===== config.mk =====
export PLATFORM = sky130hd
export DESIGN_NAME = comparator
export DESIGN_NICKNAME = d
export VERILOG_FILES = /design/src/rtl/comparator_pkg.sv /design/src/rtl/com_mag_cmp.sv /design/src/rtl/comparator.sv
export SDC_FILE = /design/constraint.sdc
export NUM_CORES = 1
export LEC_CHECK = 0
export ABC_AREA = 0
export CAP_MARGIN = 20
export CORE_ASPECT_RATIO = 0.9
export CORE_MARGIN = 2
export CORE_UTILIZATION = 33
export DETAILED_ROUTE_END_ITERATION = 8
export GPL_ROUTABILITY_DRIVEN = 0
export GPL_TIMING_DRIVEN = 1
export PLACE_DENSITY_LB_ADDON = 0.08
export SLEW_MARGIN = 30
export SYNTH_ARGS = -nofsm -noshare
export SYNTH_HDL_FRONTEND = slang
export SYNTH_HIERARCHICAL = 1
export SYNTH_SLANG_ARGS = --single-unit

===== constraint.sdc =====
create_clock -name vclk -period 3.3
set_clock_uncertainty 0.15 [all_clocks]
set_input_delay 0.66 -clock vclk [all_inputs]
set_output_delay 0.66 -clock vclk [all_outputs]
set_load 0.03 [all_outputs]

===== src/rtl/comparator_pkg.sv =====
// Shared definitions for the branch comparator: op encodings, default width, flag bundle.
// Imported by com_mag_cmp and comparator.
package comparator_pkg;

    localparam int COM_DATA_WIDTH_DEF = 32;

    localparam logic [2:0] COM_OP_BEQ  = 3'd0;
    localparam logic [2:0] COM_OP_BNE  = 3'd1;
    localparam logic [2:0] COM_OP_BLEZ = 3'd2;
    localparam logic [2:0] COM_OP_BGTZ = 3'd3;
    localparam logic [2:0] COM_OP_BLTZ = 3'd4;
    localparam logic [2:0] COM_OP_BGEZ = 3'd5;
    localparam logic [2:0] COM_OP_BLTU = 3'd6;
    localparam logic [2:0] COM_OP_BGEU = 3'd7;

    typedef struct packed {
        logic igual;
        logic menor_s;
        logic menor_u;
    } com_flags_t;

    function automatic logic sign_of(input logic msb);
        return msb;
    endfunction

endpackage


===== src/rtl/com_mag_cmp.sv =====
// Equality plus signed/unsigned less-than for one operand pair; purely combinational,
// zero latency, no flow control.
module com_mag_cmp
    import comparator_pkg::*;
#(
    parameter int DATA_WIDTH = COM_DATA_WIDTH_DEF
) (
    input  logic [DATA_WIDTH-1:0] a,
    input  logic [DATA_WIDTH-1:0] b,
    output com_flags_t            flags
);

    logic sign_a;
    logic sign_b;
    logic lt_u;

    assign sign_a = sign_of(a[DATA_WIDTH-1]);
    assign sign_b = sign_of(b[DATA_WIDTH-1]);
    assign lt_u   = (a < b);

    // With differing signs the negative operand is smaller; with equal signs
    // the two's-complement order matches the unsigned order.
    assign flags.igual   = (a == b);
    assign flags.menor_u = lt_u;
    assign flags.menor_s = (sign_a ^ sign_b) ? sign_a : lt_u;

endmodule


===== src/rtl/comparator.sv =====
// Branch-condition comparator; TOMAR/VALID are combinational by default, or registered
// with one cycle of latency when COM_REG_OUT_EN is defined. No backpressure.
module comparator
    import comparator_pkg::*;
#(
    parameter int DATA_WIDTH = COM_DATA_WIDTH_DEF
) (
    input  logic                  I_COM_CLK,
    input  logic                  I_COM_RST,
    input  logic [DATA_WIDTH-1:0] I_COM_A,
    input  logic [DATA_WIDTH-1:0] I_COM_B,
    input  logic [2:0]            I_COM_OP,
    input  logic                  I_COM_VALID,
    output logic                  O_COM_IGUAL,
    output logic                  O_COM_MENOR_S,
    output logic                  O_COM_MENOR_U,
    output logic                  O_COM_TOMAR,
    output logic                  O_COM_VALID
);

    com_flags_t flags;
    logic       a_neg;
    logic       a_zero;
    logic       cond;

    com_mag_cmp #(
        .DATA_WIDTH (DATA_WIDTH)
    ) u_mag_cmp (
        .a     (I_COM_A),
        .b     (I_COM_B),
        .flags (flags)
    );

    assign O_COM_IGUAL   = flags.igual;
    assign O_COM_MENOR_S = flags.menor_s;
    assign O_COM_MENOR_U = flags.menor_u;

    assign a_neg  = sign_of(I_COM_A[DATA_WIDTH-1]);
    assign a_zero = (I_COM_A == '0);

    always_comb begin
        cond = 1'b0;
        case (I_COM_OP)
            COM_OP_BEQ:  cond = flags.igual;
            COM_OP_BNE:  cond = !flags.igual;
            COM_OP_BLEZ: cond = a_neg || a_zero;
            COM_OP_BGTZ: cond = !a_neg && !a_zero;
            COM_OP_BLTZ: cond = a_neg;
            COM_OP_BGEZ: cond = !a_neg;
            COM_OP_BLTU: cond = flags.menor_u;
            COM_OP_BGEU: cond = !flags.menor_u;
            default:     cond = 1'b0;
        endcase
    end

`ifdef COM_REG_OUT_EN
    logic tomar_q;
    logic valid_q;

    always_ff @(posedge I_COM_CLK or posedge I_COM_RST) begin
        if (I_COM_RST) begin
            tomar_q <= 1'b0;
            valid_q <= 1'b0;
        end else begin
            tomar_q <= cond & I_COM_VALID;
            valid_q <= I_COM_VALID;
        end
    end

    assign O_COM_TOMAR = tomar_q;
    assign O_COM_VALID = valid_q;
`else
    logic unused_clk_rst;

    assign unused_clk_rst = I_COM_CLK ^ I_COM_RST;
    assign O_COM_TOMAR    = cond & I_COM_VALID;
    assign O_COM_VALID    = I_COM_VALID;
`endif

endmodule


==> results of run 1 <==
==> cells by family after synthesis <==
family                     synth area share, %
AOI/OAI and AO/OA                        16.40
adders and majority gates                38.88
buffers and inverters                    14.94
muxes                                    1.944
and+or+nand+nor                          27.82
==> final cells by class <==
class,instances,area [µm²]
Fill cell,186,489.2
Inverter,37,173.9
Multi-Input combinational cell,104,1390
Tap cell,42,52.55
Timing Repair Buffer,115,913.4
==> power by group through the flow <==
stage                     combinational, mW  sequential [mW]  clock [mW]
after global placement                0.254                0           0
after detailed placement              0.264                0           0
after floorplan                       0.111                0           0
after CTS                             0.313                0           0
final                                 0.352                0           0
after global routing                  0.375                0           0
==> metal layers <==
layer	vias up	GRT usage (%)
li1	743	-
met1	755	25.18
met2	68	53.50
met3	8	3.156
met4	0	7.937
met5	-	0
==> metrics by stage <==
stage	TNS, ps	total power, mW	cell area (µm²)	cells
after global routing	-859.2	0.3751	2530	298
after detailed placement	-1815	0.2637	2173	281
after global placement	-1616	0.2545	2173	281
after floorplan	-183.8	0.1108	1227	143
after CTS	-305.0	0.3132	2470	293
final	-702.2	0.3521	2530	298
==> Yosys cell counts, drive strengths merged <==
library cell   n
nor4           9
nor3           2
or4            1
nand2b         2
nor4b          2
o21bai         1
nor2           1
nand3          2
and4           1
a221oi         1
a211oi         1
a21oi         15
and4bb         1
o2111ai        1
o211ai         1
o21ai          6
nor2b          1
o32ai          1
inv           37
a21o           2
nor3b          1
nand4          7
nand2          8
and2           2
buf            2
ha            32
nand3b         1
mux2i          2
==> placed cells by master (no fill, tap or decap), types with 6 or more instances in the layout <==
cell | synthesis | final
inv_1 | 37 | 11
inv_2 | 0 | 19
nand2_1 | 8 | 6
clkbuf_2 | 0 | 9
buf_2 | 0 | 20
buf_4 | 2 | 46
buf_6 | 0 | 16
nand4_1 | 7 | 7
ha_4 | 0 | 28
dlygate4sd2_1 | 0 | 10
a21oi_2 | 0 | 12
==> critical path, cell delays in order <==
cell and delay, ps:
clkdlybuf4s15_1 170, inv_2 40, ha_4 270, nand2_2 70
buf_4 150, nor4b_4 340, o21ai_2 110, a21oi_2 240
nor4_4 90, mux2i_1 220, a21oi_2 110, nor4b_4 140
nand3b_1 200, buf_6 170
==> repair_timing <==
item                                   in CTS  in global routing
pin swaps                                  60                 21
endpoints found under the hold margin       0                  0
gates resized for setup                   264                 30
setup buffers                              14                  5
gates cloned                                0                  0
setup endpoints to repair                   4                  2
==> how the worst min path moves through the flow <==
stage                      from            end  slack (ps)
floorplan           I_COM_VALID    O_COM_VALID        1300
CTS                 I_COM_A[31]  O_COM_MENOR_S        1720
global placement    I_COM_OP[0]    O_COM_TOMAR        2050
global route        I_COM_A[31]  O_COM_MENOR_S        1750
finish              I_COM_A[31]  O_COM_MENOR_S        1720
detailed placement  I_COM_OP[0]    O_COM_TOMAR        2070
==> reports/summary.txt, run 1 <==
Initial antenna violation count: 0
Synth warn: 6
Unique masters post-synth: 32
Area Growth Syn to Fin: 145.7%
Status: finished, violations left
Pleak: 1.187 nW
Top-area cell type share of the netlist area: 38.88%
Top cells by area, synth: ha_1 39%, inv_1 13%, a21oi_1 7.3%
Drt pass-1 iters: 4
Highest Signal Layer: met4
Die Height: 57.00 µm
Slew margin rel.: 67.73%
Setup CP Type: in -> out
Flip-flop and latch area: 0 µm²
Max-slew violations: 0
Setup Viol. Count Final: 3
Gr usage total: 25.27%
Period minus WS final: 3801 ps
PD cells: 139.2 mW/mm²
Top Ports: 75
Dpl hpwl: 3116 µm
Syn Area/Cell: 7.201 µm²
Share of post-route cells with drive strength above 1: 71.88%
P_sw: 161.0 µW
Max Fclk: 263.1 MHz
Pre-CTS setup slack: -834.0 ps
WL met2: 2960 µm
Critical Path End Type: primary output
Final Worst Setup Slack: -500.6 ps
Core area: 0.003019 mm²
Die X: 62.88 µm
Remaining DRCs: 0
Hold Path Depth: 5
Worst hold slack: 1716 ps
RSZ-0062 raised after global routing: yes
Grt total ovfl: 0
Seq cells: 0
Failing checks: negative setup slack
Sw Share: 45.71%
Critical path fanouts, max: 2
Total Routed Length: 5332 µm
Rows: 19
Diodes inserted: 0
First-pass GRT wire length: 7383 µm
Crit. Startpoint: I_COM_B[7]
Hold_buf cts: 0
WP data required: 2490 ps
Met3 Routed Length: 283 µm
Reg power frac: 0%
WL/cell: 17.89 µm
Post-Synthesis Cells: 143
Finished Core Util: 83.80%
Area leader, netlist: ha_1
Register area share after synthesis: 0%
Clock buffer count: 0
Pin count of the biggest net entering global routing: 5
Port Buf Inserts: 73
Starting Density: 34.11%
Cell Int Power: 191.1 µW
Hold WC Path Type: in -> out
Nets: 360
CP Launch Type: input port
End of the critical path: O_COM_TOMAR
Routed Antenna Nets: 0
Mapped Area: 0.001030 mm²
Routed metal-1 wirelength: 1995 µm
Via count: 1574
Crit path DAT: 2990 ps
Max cap viols: 0
Vias/cell: 5.282
Slew of the pin with the lowest slew margin: 479.7 ps
Number of global-route vias before repair: 1676
DIE AREA: 0.003584 mm²
DRT iter0 DRCs: 67
Peak supply drop: 0.00007862 V
Syn_nets: 245
Final Cycle Share: 115.2%
Final hold vios: 0
Gate power share: 100.0%
Clock network fraction of design power: 0%
No activity file was read; power rests on OpenSTA's default activity.
==> inputs of run 2 (changes only) <==
--- a/config.mk
+++ b/config.mk
@@ -14,7 +14,6 @@
 export GPL_ROUTABILITY_DRIVEN = 0
 export GPL_TIMING_DRIVEN = 1
 export PLACE_DENSITY_LB_ADDON = 0.08
-export SLEW_MARGIN = 30
 export SYNTH_ARGS = -nofsm -noshare
 export SYNTH_HDL_FRONTEND = slang
 export SYNTH_HIERARCHICAL = 1
==> results of run 2 <==
Same layout as run 1: the final DEF is identical, and so are final timing and power.
